===== src/rtl/rf_pkg.sv =====
// Shared types and limits for the multiport register file and its clear sequencer.
package rf_pkg;

    // Clear sequencer states.
    typedef enum logic [1:0] {
        RF_CLR_IDLE,
        RF_CLR_CLEAR,
        RF_CLR_DONE
    } rf_clr_state_t;

    // Largest supported number of entries.
    localparam int RF_MAX_DEPTH = 256;

endpackage


===== src/rtl/rf_clr_seq.sv =====
// Clear sequencer: walks an index across every entry, one per cycle, asking the
// array to zero it, then emits a single-cycle done pulse before returning to idle.
module rf_clr_seq
    import rf_pkg::*;
#(
    parameter int DEPTH  = 4,
    parameter int ADDR_W = $clog2(DEPTH)
) (
    input  logic              clk,
    input  logic              rst_n,
    input  logic              clr_req,
    output logic              clr_we,
    output logic [ADDR_W-1:0] clr_addr,
    output logic              clr_busy,
    output logic              clr_done
);

    // Termination compares against the last real entry, so non-power-of-two
    // depths stop exactly at DEPTH-1 and the index never wraps.
    localparam logic [ADDR_W-1:0] LAST_IDX = ADDR_W'(DEPTH - 1);

    rf_clr_state_t     state;
    rf_clr_state_t     state_next;
    logic [ADDR_W-1:0] idx;
    logic [ADDR_W-1:0] idx_next;

    // State and index registers; reset aborts any sequence in flight.
    always_ff @(posedge clk or negedge rst_n) begin
        if (!rst_n) begin
            state <= RF_CLR_IDLE;
            idx   <= '0;
        end else begin
            state <= state_next;
            idx   <= idx_next;
        end
    end

    // Next-state, index update and handshake outputs.
    always_comb begin
        state_next = state;
        idx_next   = idx;
        clr_we     = 1'b0;
        clr_busy   = 1'b0;
        clr_done   = 1'b0;
        case (state)
            RF_CLR_IDLE: begin
                if (clr_req) begin
                    state_next = RF_CLR_CLEAR;
                    idx_next   = '0;
                end
            end
            RF_CLR_CLEAR: begin
                clr_busy = 1'b1;
                clr_we   = 1'b1;
                if (idx == LAST_IDX) begin
                    state_next = RF_CLR_DONE;
                end else begin
                    idx_next = idx + ADDR_W'(1);
                end
            end
            RF_CLR_DONE: begin
                clr_done   = 1'b1;
                state_next = RF_CLR_IDLE;
            end
            default: begin
                state_next = RF_CLR_IDLE;
            end
        endcase
    end

    assign clr_addr = idx;

endmodule


===== src/rtl/rf_multiport.sv =====
// Register file with one write port, two combinational read ports, optional
// same-cycle write forwarding, and a hardware clear sequencer.
module rf_multiport
    import rf_pkg::*;
#(
    parameter int DATA_W = 8,
    parameter int DEPTH  = 4,
    parameter int ADDR_W = $clog2(DEPTH),
    parameter int BYPASS = 1
) (
    input  logic              CLK,
    input  logic              RST_N,
    input  logic              WR_EN,
    input  logic [ADDR_W-1:0] WR_ADDR,
    input  logic [DATA_W-1:0] WR_DATA,
    input  logic [ADDR_W-1:0] RD_ADDR_A,
    output logic [DATA_W-1:0] RD_DATA_A,
    input  logic [ADDR_W-1:0] RD_ADDR_B,
    output logic [DATA_W-1:0] RD_DATA_B,
    input  logic              CLR_REQ,
    output logic              CLR_BUSY,
    output logic              CLR_DONE
);

    if (DEPTH < 2 || DEPTH > RF_MAX_DEPTH) begin : g_bad_depth
        $error("rf_multiport: DEPTH out of range");
    end

    // One extra bit so the range check works even when DEPTH == 2**ADDR_W.
    localparam logic [ADDR_W:0] DEPTH_V = (ADDR_W + 1)'(DEPTH);

    logic [DATA_W-1:0] mem [DEPTH];

    logic              clr_we;
    logic [ADDR_W-1:0] clr_addr;
    logic              clr_busy;
    logic              wr_ok;
    logic              mem_we;
    logic [ADDR_W-1:0] mem_addr;
    logic [DATA_W-1:0] mem_data;
    logic              rd_a_ok;
    logic              rd_b_ok;

    rf_clr_seq #(
        .DEPTH  (DEPTH),
        .ADDR_W (ADDR_W)
    ) u_clr_seq (
        .clk      (CLK),
        .rst_n    (RST_N),
        .clr_req  (CLR_REQ),
        .clr_we   (clr_we),
        .clr_addr (clr_addr),
        .clr_busy (clr_busy),
        .clr_done (CLR_DONE)
    );

    assign CLR_BUSY = clr_busy;

    // External writes are locked out while clearing and silently dropped when
    // they address a non-existent entry.
    assign wr_ok   = WR_EN && !clr_busy && ({1'b0, WR_ADDR} < DEPTH_V);
    assign rd_a_ok = {1'b0, RD_ADDR_A} < DEPTH_V;
    assign rd_b_ok = {1'b0, RD_ADDR_B} < DEPTH_V;

    // The clear sequencer owns the array port while busy and writes zeros.
    assign mem_we   = clr_we || wr_ok;
    assign mem_addr = clr_we ? clr_addr : WR_ADDR;
    assign mem_data = clr_we ? '0 : WR_DATA;

    // Storage array; asynchronously zeroed on reset.
    always_ff @(posedge CLK or negedge RST_N) begin
        if (!RST_N) begin
            for (int i = 0; i < DEPTH; i++) begin
                mem[i] <= '0;
            end
        end else if (mem_we) begin
            mem[mem_addr] <= mem_data;
        end
    end

    // Read port A: forwarded write data, live entry, or zero when out of range.
    always_comb begin
        RD_DATA_A = '0;
        if (BYPASS != 0 && wr_ok && WR_ADDR == RD_ADDR_A) begin
            RD_DATA_A = WR_DATA;
        end else if (rd_a_ok) begin
            RD_DATA_A = mem[RD_ADDR_A];
        end
    end

    // Read port B: same selection as port A on its own address.
    always_comb begin
        RD_DATA_B = '0;
        if (BYPASS != 0 && wr_ok && WR_ADDR == RD_ADDR_B) begin
            RD_DATA_B = WR_DATA;
        end else if (rd_b_ok) begin
            RD_DATA_B = mem[RD_ADDR_B];
        end
    end

endmodule


===== config.mk =====
export PLATFORM = sky130hd
export DESIGN_NAME = rf_multiport
export DESIGN_NICKNAME = d
export VERILOG_FILES = /design/src/rtl/rf_pkg.sv /design/src/rtl/rf_clr_seq.sv /design/src/rtl/rf_multiport.sv
export SDC_FILE = /design/constraint.sdc
export NUM_CORES = 1
export LEC_CHECK = 0
export CAP_MARGIN = 20
export CORE_ASPECT_RATIO = 1.4
export CORE_UTILIZATION = 48
export CTS_CLUSTER_DIAMETER = 40
export DETAILED_ROUTE_END_ITERATION = 12
export GPL_TIMING_DRIVEN = 0
export PLACE_DENSITY = 0.76
export SLEW_MARGIN = 0
export SYNTH_ARGS = -nofsm -noshare
export SYNTH_HDL_FRONTEND = slang
export SYNTH_HIERARCHICAL = 1
export SYNTH_SLANG_ARGS = --single-unit

===== constraint.sdc =====
create_clock -name CLK -period 1.8 [get_ports CLK]
set_input_delay 0.27 -clock CLK [delete_from_list [all_inputs] [get_ports CLK]]
set_output_delay 0.27 -clock CLK [all_outputs]
set_load 0.005 [all_outputs]

==> results of run 1 <==
[worst register-to-register path, stage by stage, from the launching register on]
cell	delay, ps
dfrtp_2	440
nor2b_4	160
buf_4	130
buf_6	110
buf_6	130
nor4b_4	50
buf_4	170
o21ai_4	380
mux2_2	390
[registers in the layout, summed over array words and instances, names as in the netlist]
register	cells
mem	32
u_clr_seq/clr_addr	2
u_clr_seq/state	2
[cell families after synthesis]
group,synth area share [%]
mux,43.0
flops,41.4
simple gates,8.05
compound gates,3.68
buf+inv,1.72
xor+xnor,1.61
fa+ha+maj,0.575
[layout make-up]
type,instances,area [µm²]
fill,276,1140
multi-input combinational,103,1420
buffer,6,53.8
clock inverter,3,42.5
clock buffer,5,68.8
sequential,36,903
timing repair buffer,52,571
tap,60,75.1
[power breakdown]
group / internal, mW / switching [mW] / leakage [nW]
sequential: 1.14 / 0.260 / 0.464
clock: 0.410 / 0.295 / 0.0541
combinational: 1.80 / 1.08 / 0.946
[layer usage]
layer	track usage, %	up-vias
met2	47.7	31
met4	9.52	0
met5	0	-
met1	30.5	815
li1	-	682
met3	4.41	8
[Yosys cell counts (2+ instances only)]
cell type  instances
a211o_1            2
nor2b_1           11
buf_2              2
buf_4              3
o21ai_2            2
mux4_2            16
a21oi_4            2
and3_1             2
mux2_2            49
dfrtp_1           36
xnor2_1            4
[metrics by stage]
stage	std cells	setup slack (ps)	hold slack [ps]	area [µm²]	power [mW]
finish	265	-278	70.3	3130	4.98
detailed placement	236	-794	420	2570	3.58
global placement	236	-786	499	2570	3.42
CTS	261	-256	102	3040	4.77
global route	265	-321	141	3130	5.22
floorplan	145	3.41	-25.6	2190	2.78
[worst min path at each step]
stage | slack (ps) | end | cells past startpoint
final | 70 | mem[30] | 1
after global routing | 140 | mem[30] | 1
after CTS | 100 | u_clr_seq/state[0] | 1
after detailed placement | 420 | u_clr_seq/state[0] | 1
after global placement | 500 | mem[14] | 1
after floorplan | -30 | mem[0] | 0
[repair_timing]
| action | 4_1_cts | 5_1_grt |
|---|---|---|
| pin swaps | 2 | 1 |
| buffers inserted | 17 | 4 |
| endpoints found under the setup margin | 49 | 49 |
| resized for setup | 127 | 13 |
==> flow_summary.yaml, run 1 <==
yosys:
  synth.area.top_cells: "dfrtp_1 41%, mux2_2 25%, mux4_2 17%, nor2b_1 3.2%, xnor2_1 1.6%"
  synth_largest_area_cell: "dfrtp_1"
  synth.distinct_cells: 27
  synth.avg_cell_area_um2: 15.0
  synth_top_area_share_pct: 41.4
  async_flop_share_pct: 100
  ys_warn_count: 6
  syn_area_um2: 2180
  ys_seq_elements: 36
  seq_area_frac_synth_pct: 41.4
  synth_fp_nets: 164
  yosys_most_used_dff: "dfrtp_1"
  synth_cells: 145
  synth_edf_count: 0
timing:
  fin_tns_setup_ps: -11020
  fin_ws_ps: -278
  finalCriticalPeriod_ps: 2080
  period_share_pct: 115
  fmax_mhz: 481
  setup_viol: 48
  hold_violations: 0
  worst_pin_slew_ps: 821
  clock_skew_ps: 11.1
  max_slew_margin_pct: 45.3
  slew_violations: 0
  rsz0062_at_grt: "yes"
critical_path:
  arrival_ps: 2240
  path_depth: 8
  cp_slowest_cell: "dfrtp_2"
  critPathLaunchType: "register"
  timing.critical_path.from: "u_clr_seq/state[1]"
  endpoint_kind: "register"
  worstPathRequired_ps: 1970
  reg2reg_from: "u_clr_seq/state[1]"
  cp_cell_sequence: "nor2b_4 -> buf_4 -> buf_6 -> buf_6 -> nor4b_4 -> buf_4 -> o21ai_4 -> mux2_2"
  cp-endpoint: "mem[13]"
  worstReg2RegEnd: "mem[13]"
  cp_top_family: "buffers and inverters"
  crit_fanout: 8
  cp.buffers_inverters: 4
  reg2reg_slack_ps: -280
  slowest_delay_ps: 440
  ff2ff_path_depth: 8
  worst-setup-path-type: "register to register"
clock_network:
  htreeDepth: 2
  hold_buffers: 0
  cts_tree: "done"
  clock-root-buffer: "clkbuf_8"
  cts_buffer_depth: 2
  cts-buffers-inserted: 5
  clk_pin_slew_ps: 80
  insertion_delay_ps: 290
  clock_sink_count: 36
drt:
  dr.pass1.iters: 4
  via_per_inst: 5.80
  wl_mm: 5.72
  wirelength_met1_mm: 2.20
  drt-initial-drc-count: 66
  vias: 1536
  routed-wl-met3_um: 144
  dr_wl_met2_mm: 3.28
  ant_nets: 0
  top_layer_used: "met4"
  remaining_drc_errors: 0
  wl_per_cell_um: 21.6
layout:
  final_common_cell: "dfrtp_1"
  num_antenna_cells: 0
  layout-area-overhead-vs-synth_pct: 44.0
  nNetsFinal: 223
  drive_gt1_share_pct: 66.3
  mostFrequentLayoutCells: "34 x dfrtp_1, 30 x buf_6, 27 x mux2_2"
  post-route-util_pct: 73.3
flow_run:
  cap_violations: 0
power:
  p_leak_nw: 1.46
  ir_drop_v: 0.000866
  power_density_nw_per_um2: 1590
floorplan:
  core_region_area_um2: 4270
  start_util_pct: 50.9
  std_cell_rows: 28
  die_x_um: 58.9
  dieArea_um2: 4810
  die_y_um: 81.7
  io_pins: 36
grt:
  grt_pass1_vias: 1722
  grt_overflow: 0
  grt_pass1_wl_mm: 8.87
  grt_max_degree: 37
  grt_util_all_layers_pct: 26.2
  antenna_found_initial: 0
run_status:
  status: "complete, but fails checks"
  violations: "negative setup slack"
placement:
  place_hpwl_mm: 3.61
  portBuffers: 31
  place_congestion: 0.780
hold_path:
  hp-class: "primary input to async pin"
(Power assumes the default switching activity.)
==> run 2, diff against run 1 <==
--- a/config.mk
+++ b/config.mk
@@ -7,11 +7,11 @@
 export LEC_CHECK = 0
 export CAP_MARGIN = 20
 export CORE_ASPECT_RATIO = 1.4
-export CORE_UTILIZATION = 48
+export CORE_UTILIZATION = 57
 export CTS_CLUSTER_DIAMETER = 40
 export DETAILED_ROUTE_END_ITERATION = 12
 export GPL_TIMING_DRIVEN = 0
-export PLACE_DENSITY = 0.76
+export PLACE_DENSITY = 0.85
 export SLEW_MARGIN = 0
 export SYNTH_ARGS = -nofsm -noshare
 export SYNTH_HDL_FRONTEND = slang
==> constraint.sdc (replaced) <==
create_clock -name CLK -period 2.5 [get_ports CLK]
set_input_delay 0.375 -clock CLK [delete_from_list [all_inputs] [get_ports CLK]]
set_output_delay 0.375 -clock CLK [all_outputs]
set_load 0.005 [all_outputs]
==> run 2 against run 1 <==
  * The run now ends clean
  * Cell count is 14% lower
  * First-iteration DRC count is 45% lower
  * Count of clock-buffer cells in the layout is 3 higher
  * Register-to-register slack better by 670 ps
  * Hold slack better by 97 ps
  * Critical path type is now primary input to output pin
  * Highest routed layer unchanged
==> flow_summary.yaml, run 2 (same netlist as run 1, synthesis figures left out) <==
drt:
  wirelength_met1_mm: 1.90
  routed-wl-met3_um: 228
  vias: 1452
  dr_wl_met2_mm: 2.80
  top_layer_used: "met4"
  via_per_inst: 6.40
  wl_mm: 5.14
  wl_per_cell_um: 22.7
  ant_nets: 0
  drt-initial-drc-count: 36
  remaining_drc_errors: 0
  dr.pass1.iters: 4
floorplan:
  start_util_pct: 59.7
  core_region_area_um2: 3640
  die_x_um: 54.2
  dieArea_um2: 4070
  die_y_um: 75.1
  io_pins: 36
  std_cell_rows: 26
grt:
  grt_util_all_layers_pct: 30.3
  grt_pass1_wl_mm: 8.16
  grt_pass1_vias: 1607
  antenna_found_initial: 0
  grt_overflow: 0
  grt_max_degree: 37
critical_path:
  path_depth: 5
  cp_slowest_cell: "clkdlybuf4s50_1"
  timing.critical_path.from: "WR_EN"
  worst-setup-path-type: "primary input to output pin"
  cp.buffers_inverters: 2
  reg2reg_slack_ps: 390
  cp-endpoint: "RD_DATA_A[0]"
  reg2reg_from: "u_clr_seq/state[1]"
  worstReg2RegEnd: "mem[5]"
  crit_fanout: 8
  endpoint_kind: "output pin"
  critPathLaunchType: "primary input"
  cp_cell_sequence: "clkdlybuf4s50_1 -> nor2b_4 -> nand3_4 -> mux2_2 -> clkdlybuf4s50_1"
  arrival_ps: 2060
  cp_top_family: "buffers and inverters"
  ff2ff_path_depth: 6
  worstPathRequired_ps: 2120
  slowest_delay_ps: 510
  path_common_cell: "clkdlybuf4s50_1"
timing:
  fin_hold_ws_ps: 168
  fin_ws_ps: 61.0
  rsz0062_at_grt: "no"
  period_share_pct: 97.6
  hold_violations: 0
  fmax_mhz: 410
  finalCriticalPeriod_ps: 2440
  clock_skew_ps: 6.11
  setup_viol: 0
  slew_violations: 0
  worst_pin_slew_ps: 795
  max_slew_margin_pct: 47.0
placement:
  place_congestion: 0.717
  portBuffers: 31
  place_hpwl_mm: 3.57
  placed_area_um2: 2530
  pre_cts_slack_ps: -362
layout:
  mostFrequentLayoutCells: "48 x mux2_2, 35 x dfrtp_1, 27 x clkdlybuf4s50_1"
  final_common_cell: "mux2_2"
  layout-area-overhead-vs-synth_pct: 24.2
  drive_gt1_share_pct: 50.8
  max_flop_register: "mem"
  nNetsFinal: 203
  largest_reg_flops: 32
  num_antenna_cells: 0
  post-route-cell-area_um2: 2700
  nFillCells: 240
clock_network:
  clock_sink_count: 36
  cts-buffers-inserted: 5
  cts_tree: "done"
  cts_buffer_depth: 2
  htreeDepth: 2
  insertion_delay_ps: 290
  clk_pin_slew_ps: 70
  clock-root-buffer: "clkbuf_8"
power:
  power_density_nw_per_um2: 1120
  p_leak_nw: 1.18
  ir_drop_v: 0.000762
hold_path:
  hp-class: "primary input to async pin"
run_status:
  status: "complete, no violations"
flow_run:
  cap_violations: 0
==> run 2: cell types whose count changed in the layout (fill, tap and decap cells not counted), moves of 2 or more <==
cell	delta
buf_6	-30
mux2_2	+21
mux2_4	-21
clkdlybuf4s50_1	+18
buf_12	-4
buf_4	-2
clkbuf_1	+2
o21ai_2	+2
o21ai_4	-2
==> run 2: stage by stage <==
step,std cells,TNS [ps],power [mW],util [%]
after floorplan,145,0,1.98,-
after global placement,218,-2490,2.43,69.7
after detailed placement,218,-3930,2.55,69.5
after CTS,226,0,3.01,73.7
after global routing,227,0,3.18,74.1
final,227,0,3.02,74.1
==> run 2: where the power goes <==
part	internal [mW]	total, mW	switching [mW]
clock network	0.225	0.428	0.203
logic	0.959	1.58	0.622
registers	0.822	1.02	0.193
total	2.01	3.02	1.02
==> run 2: per-layer routing <==
layer | vias to the layer above | track usage (%)
met4 | 0 | 14.2
met1 | 748 | 34.0
met3 | 22 | 7.88
li1 | 639 | -
met5 | - | 0
met2 | 43 | 52.2
==> run 2: worst register-to-register path: cells and delay by family (launching register included) <==
family,cells,cell delay (ps)
DFF,1,450
and+or+nand+nor,2,390
AOI/OAI and AO/OA,1,390
muxes,1,390
buffers and inverters,2,380
==> run 2: worst min path at each step <==
stage / start / end / slack, ps / cells after the start
after floorplan: RST_N / mem[0] / 80 / 0
after global placement: u_clr_seq/state[1] / u_clr_seq/state[0] / 490 / 1
after detailed placement: RST_N / mem[27] / 500 / 1
after CTS: RST_N / mem[19] / 190 / 1
after global routing: RST_N / mem[19] / 240 / 1
final: RST_N / mem[19] / 170 / 1
==> run 2: layout make-up <==
cell class / instances / area [µm²] / area share [%]
timing repair buffer: 32 / 313 / 11.6
tap: 42 / 52.6 / 1.95
clock buffer: 8 / 90.1 / 3.33
multi-input combinational: 103 / 1310 / 48.4
buffer: 6 / 37.5 / 1.39
sequential: 36 / 902 / 33.4
==> run 2: repair_timing <==
action                                  CTS  global route
setup buffers                             0             1
resized for setup                        13             3
hold buffers                              0             0
endpoints found under the setup margin   16             9
pin swaps                                 1             0
